<file path="src/rtl/pipeline_pkg.sv">
// pipeline_pkg: shared types and width defaults for the pipeline memory port arbiter
package pipeline_pkg;
    localparam int ADDR_W_DEF = 32;
    localparam int DATA_W_DEF = 32;
    typedef enum logic [1:0] {IDLE, ISSUE, WAIT, RESP} state_t;
    typedef enum logic {GNT_IF, GNT_D} grant_t;
endpackage

</file>
<file path="src/rtl/mem_port_arbiter.sv">
// mem_port_arbiter: shares one fixed-latency memory between fetch and data ports with fair alternation
module mem_port_arbiter
    import pipeline_pkg::*;
#(
    parameter int ADDR_W  = ADDR_W_DEF,
    parameter int DATA_W  = DATA_W_DEF,
    parameter int MEM_LAT = 2
) (
    input  logic              clk,
    input  logic              rst,
    input  logic              if_req,
    input  logic [ADDR_W-1:0] if_addr,
    output logic              if_ready,
    output logic [DATA_W-1:0] if_rdata,
    input  logic              d_req,
    input  logic              d_we,
    input  logic [ADDR_W-1:0] d_addr,
    input  logic [DATA_W-1:0] d_wdata,
    output logic              d_ready,
    output logic [DATA_W-1:0] d_rdata,
    output logic              mem_en,
    output logic              mem_we,
    output logic [ADDR_W-1:0] mem_addr,
    output logic [DATA_W-1:0] mem_wdata,
    input  logic [DATA_W-1:0] mem_rdata,
    output logic              pipe_stall
);
    localparam int CW = MEM_LAT > 1 ? $clog2(MEM_LAT) : 1;
    state_t state, state_n;
    grant_t gnt, last_grant, win;
    logic [CW-1:0] cnt;
    logic we_r, if_c, d_c, take, done;
    // In RESP the answered port still holds req, so only the other port may be granted
    always_comb begin
        if_c = if_req && (state == IDLE || (state == RESP && gnt == GNT_D));
        d_c = d_req && (state == IDLE || (state == RESP && gnt == GNT_IF));
        take = if_c || d_c;
        win = (if_c && d_c) ? (last_grant == GNT_IF ? GNT_D : GNT_IF) : (d_c ? GNT_D : GNT_IF);
        done = state == WAIT && cnt == '0;
        state_n = take ? ISSUE : state == ISSUE ? WAIT : done ? RESP : state == WAIT ? WAIT : IDLE;
    end
    always_ff @(posedge clk) begin
        if (rst) begin
            state <= IDLE;
            gnt <= GNT_IF;
            last_grant <= GNT_IF;
            cnt <= '0;
            we_r <= 1'b0;
            mem_en <= 1'b0;
            mem_we <= 1'b0;
            mem_addr <= '0;
            mem_wdata <= '0;
            if_ready <= 1'b0;
            if_rdata <= '0;
            d_ready <= 1'b0;
            d_rdata <= '0;
        end else begin
            state <= state_n;
            mem_en <= take;
            mem_we <= take && win == GNT_D && d_we;
            if (take) begin
                gnt <= win;
                last_grant <= win;
                we_r <= win == GNT_D && d_we;
                mem_addr <= win == GNT_D ? d_addr : if_addr;
                mem_wdata <= win == GNT_D ? d_wdata : '0;
            end
            cnt <= state == ISSUE ? CW'(MEM_LAT - 1) : (state == WAIT && cnt != '0) ? cnt - 1'b1 : cnt;
            if_ready <= done && gnt == GNT_IF;
            d_ready <= done && gnt == GNT_D;
            if (done && gnt == GNT_IF) if_rdata <= mem_rdata;
            if (done && gnt == GNT_D) d_rdata <= we_r ? '0 : mem_rdata;
        end
    end
    assign pipe_stall = (if_req && !if_ready) || (d_req && !d_ready);
endmodule

</file>
<file path="config.mk">
export PLATFORM = sky130hd
export DESIGN_NAME = mem_port_arbiter
export DESIGN_NICKNAME = d
export VERILOG_FILES = /design/src/rtl/pipeline_pkg.sv /design/src/rtl/mem_port_arbiter.sv
export SDC_FILE = /design/constraint.sdc
export NUM_CORES = 1
export LEC_CHECK = 0
export BUFFER_PORTS_ARGS = -buffer_cell sky130_fd_sc_hd__buf_2
export CAP_MARGIN = 30
export CORE_MARGIN = 3
export CORE_UTILIZATION = 45
export CTS_CLUSTER_SIZE = 30
export DETAILED_ROUTE_END_ITERATION = 8
export PLACE_DENSITY = 0.81
export SLEW_MARGIN = 20
export SYNTH_ARGS = -nofsm -noshare
export SYNTH_HDL_FRONTEND = slang
export SYNTH_SLANG_ARGS = --single-unit
</file>
<file path="constraint.sdc">
create_clock -name clk -period 2.6 [get_ports clk]
set_input_delay 0 -clock clk [delete_from_list [all_inputs] [get_ports clk]]
set_output_delay 0 -clock clk [all_outputs]
set_load 0.01 [all_outputs]
</file>
==> impl_metrics.toml, run 1 <==
[die]
dieArea_um2 = 12400
die_w_um = 111
core_area_um2 = 10600
row_count = 37
die_h_um = 111
io_pins = 266
start_util = 0.472

[timing]
finalHoldViolCount = 0
fin_ws_ns = -0.0113
tightest_slew_ns = 0.752
fin_crit_sh = 1.00
min_period_ns = 2.61
fmax_mhz = 383
setup_viol = 2
slew_headroom = 0.498
skew_ns = 0.0106
maxSlewViolCount = 0
hold_slack_ns = 0.239

[clocking]
cts_made_buffers = 17
clkLatencyLatePin_ns = 0.52
htreeDepth = 4
clockRootBuffer = "clkbuf_8"
clk_pin_slew_ns = 0.07
clk_path_buf_depth = 2
cts_tree = "done"
cts.sink_count = 137

[drt]
dr.pass1.iters = 5
finalWirelength_um = 20100
postRouteAntennaNets = 0
route.vias.total = 5318
drtIter0Drc = 474
route.detailed.drc = 0
avgViaCountPerCell = 5.45
wire_per_inst_um = 20.5

[global_route]
grt_max_degree = 49
grt_antenna_before_repair = 0
grt_remaining_overflow = 0
grt_pass1_wl_um = 28600
grtUsageTotal = 0.288
first_global_vias = 5391

[power]
p_leak_nw = 4.04
peakVddDrop_uv = 438
power_density_nw_per_um2 = 739
power.total_mw = 6.23

[critical_path]
worst-path-max-fanout = 5
crit_path_end_kind = "flip-flop"
cp_slowest_stage_delay_ns = 0.65
crit_chain = "inv_1 -> ha_2 -> or2_4 -> a32oi_4 -> buf_12 -> buf_12 -> mux2i_1 -> dlygate4sd3_1 -> o2bb2ai_2"
crit_family = "buffers and inverters"
path_buf_inv = 4
critical_path_required_ns = 3.01
cp-start-kind = "flip-flop"
critPathMostFrequentCell = "buf_12"
path_class = "reg -> reg"
critical_path_arrival_ns = 3.02
slowest_stage = "dlygate4sd3_1"

[placement]
preCtsSetupSlack_ns = 0.574
portBuffers = 265
hpwl_um = 9820
gp_congestion = 0.865

[synth]
ys_types = 30
synth-warning-count = 0
synth_edf_count = 0
synthCells = 434
yosysMostFrequentCell = "dfxtp_1"
yosys.area.top_type = "dfxtp_1"
yosys-top-cells-count = "dfxtp_1, a22o_1, nand2_1, a21oi_1, mux2i_1"
ys_top_cells_by_area = "dfxtp_1, a22o_1, o2bb2ai_2"
avgSynthCellArea_um2 = 11.5
netlist_area_um2 = 4980
ys.flop_type = "dfxtp_1"
yosysSeqAreaShare = 0.551
synth_top_area_frac = 0.551
synth.net_count = 571
synth_async_sr_flop_share = 0
ys_ff_latch = 137

[cells_and_area]
fin_nets = 963
area_delta_synth_final_pct = 69.1
n_fill_cell = 540
layout-drive-gt1-share = 0.417

[flow_run]
cap_violations = 0

[worst_hold_path]
worstHoldPathType = "in -> reg"

[status]
violations = "negative setup slack"
status = "finished, violations left"
-- final timing paths --
path	startpoint	end	slack [ns]	cells past startpoint
setup reg to reg	state[1]$_SDFF_PP0_	mem_addr[6]$_SDFFE_PP0P_	-0.01	9
setup / recovery	state[1]$_SDFF_PP0_	mem_addr[6]$_SDFFE_PP0P_	-0.01	9
hold / removal	d_wdata[17]	mem_wdata[17]$_SDFFE_PP0P_	0.24	3
hold reg to reg	if_rdata[31]$_SDFFE_PP0P_	if_rdata[31]$_SDFFE_PP0P_	0.45	2
-- layout make-up --
class	count	area (um2)	share of cell area
inverter	8	30.0	0.00356
antenna	1	2.50	0.000297
clock buffer	18	418	0.0496
tap	136	170	0.0202
sequential	137	2740	0.326
timing repair buffer	409	2830	0.336
clock inverter	14	220	0.0261
multi-input combinational	253	2010	0.239
-- registers in the layout, summed over array words and instances (netlist names) --
| signal | count |
|---|---|
| we_r | 1 |
| gnt | 1 |
| mem_we | 1 |
| d_rdata | 32 |
| mem_addr | 32 |
| if_ready | 1 |
| cnt | 1 |
| mem_wdata | 32 |
| mem_en | 1 |
| d_ready | 1 |
| state | 2 |
| if_rdata | 32 |
-- cells in the final DEF, fill, tap and decap left out, types with 2 or more instances in the layout --
cell type	synthesis	layout
and2_1	2	2
o2bb2ai_2	30	30
a21oi_1	34	34
ha_1	4	3
o2bb2ai_1	2	2
clkbuf_16	0	19
inv_6	0	2
buf_4	1	6
mux2i_1	33	31
o21ai_0	2	2
clkinv_2	0	2
inv_1	8	8
dlygate4sd3_1	0	132
nor2_4	1	2
nand2_1	64	64
a22o_1	65	65
mux2i_2	0	2
buf_2	13	265
nor2_1	4	2
bufinv_16	0	5
buf_12	3	3
clkinv_4	0	4
dfxtp_1	137	137
-- per-stage QoR --
stage | TNS [ns] | utilization | instances | instance area, um2
after floorplan | 0 | - | 434 | 4980
after global placement | 0 | 0.602 | 807 | 6360
after detailed placement | 0 | 0.602 | 807 | 6360
after CTS | 0 | 0.788 | 971 | 8320
after global routing | -0.363 | 0.798 | 975 | 8420
final | -0.0173 | 0.798 | 976 | 8420
-- kinds of logic (layout without fill, tap and decap cells) --
logic type	after synthesis	after routing	share of synthesized area
other	0	1	0
multiplexers	33	33	0.0663
flip-flops	137	137	0.551
AO/OA/AOI/OAI	138	138	0.256
AND/OR/NAND/NOR	78	78	0.0658
adder cells (fa/ha/maj)	4	4	0.0100
buffers and inverters	44	449	0.0515
-- per-layer routing --
layer / track usage / share of wire / vias to the layer above
li1: - / - / 2350
met3: 0.0693 / 0.077 / 71
met1: 0.307 / 0.36 / 2549
met5: 0 / 0 / -
met2: 0.521 / 0.51 / 348
met4: 0.153 / 0.046 / 0
-- where the power goes --
group	internal (mW)	total, mW	switching (mW)
combinational	0.632	1.24	0.606
sequential	2.26	2.39	0.123
clock	1.66	2.60	0.938
total	4.56	6.23	1.67
-- timing repair --
item	4_1_cts	5_1_grt
buffers inserted	0	1
hold buffers	132	0
hold endpoints to repair	133	0
gates resized for setup	0	3
endpoints found under the setup margin	0	16
-- worst min-delay path, cell delays in order --
cell and delay [ns]:
dlygate4sd3_1 0.51, buf_2 0.10, a22o_1 0.11
(Power assumes the default switching activity.)
==> run 2, diff against run 1 <==
- SKIP_LAST_GASP: unset -> 1
- clock period: 2.6 -> 2.5 ns (I/O delays scaled with it)
==> impl_metrics.toml, run 2 (synthesized netlist as in run 1, its figures left out) <==
[status]
status = "finished, violations left"
violations = "negative setup slack"

[placement]
hpwl_um = 9770
preCtsSetupSlack_ns = 0.489
dp_cells = 807
placed_area_um2 = 6370
portBuffers = 265
gp_congestion = 0.878

[timing]
fmax_mhz = 394
slew_headroom = 0.516
finalHoldViolCount = 0
hold_slack_ns = 0.220
fin_crit_sh = 1.02
setup_viol = 4
tightest_slew_ns = 0.725
maxSlewViolCount = 0
fin_ws_ns = -0.0390
min_period_ns = 2.54
finalSetupTns_ns = -0.0756
skew_ns = 0.0104

[power]
power_density_nw_per_um2 = 753
p_leak_nw = 4.07
peakVddDrop_uv = 449
power.total_mw = 6.37

[clocking]
cts_made_buffers = 17
clockRootBuffer = "clkbuf_8"
clkLatencyLatePin_ns = 0.52
cts_tree = "done"
htreeDepth = 4
cts.sink_count = 137
clk_path_buf_depth = 2
clk_pin_slew_ns = 0.06

[worst_hold_path]
worstHoldPathType = "in -> reg"

[drt]
drtIter0Drc = 420
route.detailed.drc = 0
highest_layer = "met4"
wl_met2_um = 10500
wire_per_inst_um = 20.5
dr.pass1.iters = 5
route.met3.wl_um = 1610
finalWirelength_um = 20100
route.vias.total = 5353
avgViaCountPerCell = 5.46
met1_length_um = 7080
postRouteAntennaNets = 0

[die]
start_util = 0.472
io_pins = 266
core_area_um2 = 10600
die_h_um = 111
die_w_um = 111
row_count = 37
dieArea_um2 = 12400

[cells_and_area]
final_common_cell = "buf_2"
n_fill_cell = 562
utilization = 0.801
layout-drive-gt1-share = 0.423
area_delta_synth_final_pct = 69.8
design_area_um2 = 8460
fin_nets = 968
final_cells = 981
final_cell_mix = "buf_2, dfxtp_1, dlygate4sd3_1"

[global_route]
grtUsageTotal = 0.294
grt_pass1_wl_um = 29000
grt_antenna_before_repair = 2
first_global_vias = 5358
grt_remaining_overflow = 0
grt_max_degree = 47

[critical_path]
critical_path_arrival_ns = 2.95
worst-path-max-fanout = 8
crit_path_end_kind = "flip-flop"
path_class = "reg -> reg"
cp-start-kind = "flip-flop"
critical_path_required_ns = 2.91
r2r_slack_ns = -0.04

[flow_run]
cap_violations = 0
## run 2: what timing repair did
item	CTS	global route
buffers inserted	0	6
endpoints found under the hold margin	132	2
hold buffers	132	2
resized for setup	0	7
endpoints found under the setup margin	0	16
## run 2: critical path: stages (launching register included)
cell           delay [ns]
dfxtp_2              0.35
inv_1                0.09
ha_4                 0.19
or2_4                0.27
a32oi_4              0.35
clkbuf_16            0.26
mux2i_1              0.21
dlygate4sd3_1        0.63
o2bb2ai_2            0.06
## run 2: path summary, 6_finish.rpt
| check | start | end | depth (start not counted) |
|---|---|---|---|
| min reg2reg | if_rdata[9]$_SDFFE_PP0P_ | if_rdata[9]$_SDFFE_PP0P_ | 2 |
| min | d_wdata[15] | mem_wdata[15]$_SDFFE_PP0P_ | 3 |
| max | state[1]$_SDFF_PP0_ | mem_addr[6]$_SDFFE_PP0P_ | 8 |
| max reg2reg | state[1]$_SDFF_PP0_ | mem_addr[6]$_SDFFE_PP0P_ | 8 |
## run 2: final cells by class
type                       instances  area (um2)  share of cell area
clock buffer                      22         483              0.0571
antenna                            2        5.00            0.000592
inverter                           8        30.0             0.00355
timing repair buffer             414        2870               0.339
clock inverter                     9         136              0.0161
tap                              136         170              0.0201
multi-input combinational        253        2020               0.239
sequential                       137        2750               0.325
## run 2: per-layer routing
metal / GRT usage / up-vias
met1: 0.313 / 2556
met3: 0.0764 / 79
met5: 0 / -
met4: 0.145 / 0
met2: 0.534 / 351
li1: - / 2367
## run 2: report_power, final
part	switching [mW]	internal [mW]	total (mW)
clock	0.956	1.66	2.61
sequential	0.126	2.36	2.48
combinational	0.630	0.643	1.27
==> run 3, diff against run 2 <==
- CORE_MARGIN: 3 -> unset
==> impl_metrics.toml, run 3 (synthesized netlist as in run 1, its figures left out) <==
[power]
seqPwrFrac = 0.392
clkPwrFrac = 0.416
internal_power_mw = 4.66
power_frac_comb = 0.192
power.switching_mw = 1.67
power_density_nw_per_um2 = 752
power.total_mw = 6.34
peakVddDrop_uv = 562
switching_share = 0.264
p_leak_nw = 4.06

[placement]
gp_congestion = 0.792
preCtsSetupSlack_ns = 0.498
portBuffers = 265
placed_area_um2 = 6360
hpwl_um = 9260

[critical_path]
critical_path_required_ns = 2.91
r2r_cells = 8
path_class = "reg -> reg"
worst-path-max-fanout = 11
cp-start-kind = "flip-flop"
crit_path_end_kind = "flip-flop"
critical_path_arrival_ns = 2.82

[timing]
fmax_mhz = 414
slew_headroom = 0.490
fin_crit_sh = 0.965
maxSlewViolCount = 0
min_period_ns = 2.41
finalHoldViolCount = 0
finalSetupTns_ns = 0
fin_ws_ns = 0.0873
tightest_slew_ns = 0.763
hold_slack_ns = 0.230
setup_viol = 0
skew_ns = 0.00704

[global_route]
grt_max_degree = 49
grt_pass1_wl_um = 27500
grtUsageTotal = 0.317
grt_remaining_overflow = 0
grt_antenna_before_repair = 3
first_global_vias = 5385

[die]
die_h_um = 107
dieArea_um2 = 11500
die_w_um = 107
start_util = 0.462
io_pins = 266
row_count = 38
core_area_um2 = 10800

[clocking]
cts.sink_count = 137
clk_path_buf_depth = 2
clk_pin_slew_ns = 0.06
cts_tree = "done"
clkLatencyLatePin_ns = 0.52
clockRootBuffer = "clkbuf_8"
cts_made_buffers = 17
htreeDepth = 4

[drt]
postRouteAntennaNets = 0
drtIter0Drc = 410
wire_per_inst_um = 20.2
route.vias.total = 5414
dr.pass1.iters = 6
avgViaCountPerCell = 5.46
finalWirelength_um = 20000
route.detailed.drc = 0

[cells_and_area]
area_delta_synth_final_pct = 69.2
final_cell_mix = "buf_2, dfxtp_1, dlygate4sd3_1"
layout-drive-gt1-share = 0.418
fin_nets = 973
final_common_cell = "buf_2"
design_area_um2 = 8430

[worst_hold_path]
worstHoldPathType = "in -> reg"
hold-path-cell-count = 3

[status]
status = "finished clean"

[flow_run]
cap_violations = 0
run 3: area by class of cell:
cell class | instances | area, um2
diodes | 2 | 5.00
well taps | 140 | 175
clock inverters | 5 | 105
flip-flops and latches | 137 | 2740
repair buffers | 419 | 2840
fillers | 619 | 2370
multi-input cells | 253 | 2000
inverters | 8 | 30.0
clock buffers | 27 | 522
run 3: critical path: stages (launching register included):
cell           delay, ns
dfxtp_1             0.36
inv_1               0.07
ha_1                0.25
or2_4               0.29
a32oi_4             0.22
buf_12              0.18
mux2i_1             0.25
dlygate4sd3_1       0.62
o2bb2ai_1           0.06
run 3: path summary, 6_finish.rpt:
path                                           startpoint                    endpoint  slack, ns
worst min register to register  if_rdata[16]$_SDFFE_PP0P_   if_rdata[16]$_SDFFE_PP0P_       0.45
worst max-delay path                  state[0]$_SDFF_PP0_    mem_addr[0]$_SDFFE_PP0P_       0.09
worst max register to register        state[0]$_SDFF_PP0_    mem_addr[0]$_SDFFE_PP0P_       0.09
worst min-delay path                          d_wdata[20]  mem_wdata[20]$_SDFFE_PP0P_       0.23
run 3: repair_timing:
| item | CTS | global route |
|---|---|---|
| resized for setup | 0 | 0 |
| setup endpoints to repair | 0 | 1 |
| setup buffers | 0 | 12 |
| hold endpoints to repair | 132 | 0 |
| hold buffers | 132 | 0 |
run 3: per-layer routing:
| metal | GRT usage | wire length [um] | vias up |
|---|---|---|---|
| li1 | - | - | 2377 |
| met1 | 0.320 | 6770 | 2554 |
| met2 | 0.567 | 10200 | 373 |
| met3 | 0.0833 | 1770 | 108 |
| met4 | 0.221 | 1190 | 2 |
| met5 | 0 | 13 | - |
run 3: power by group through the flow:
stage / logic, mW / registers, mW / clock network [mW]
after detailed placement: 0.892 / 2.50 / 0
after global placement: 0.861 / 2.50 / 0
after global routing: 1.28 / 2.50 / 2.75
final: 1.22 / 2.48 / 2.64
after floorplan: 0.494 / 2.57 / 0
after CTS: 1.06 / 2.46 / 2.63
run 3: per-stage QoR:
step	util	cells
6_report	0.781	991
4_1_cts	0.770	976
3_5_place_dp	0.589	812
5_1_grt	0.780	990
2_1_floorplan	-	434
3_3_place_gp	0.589	812
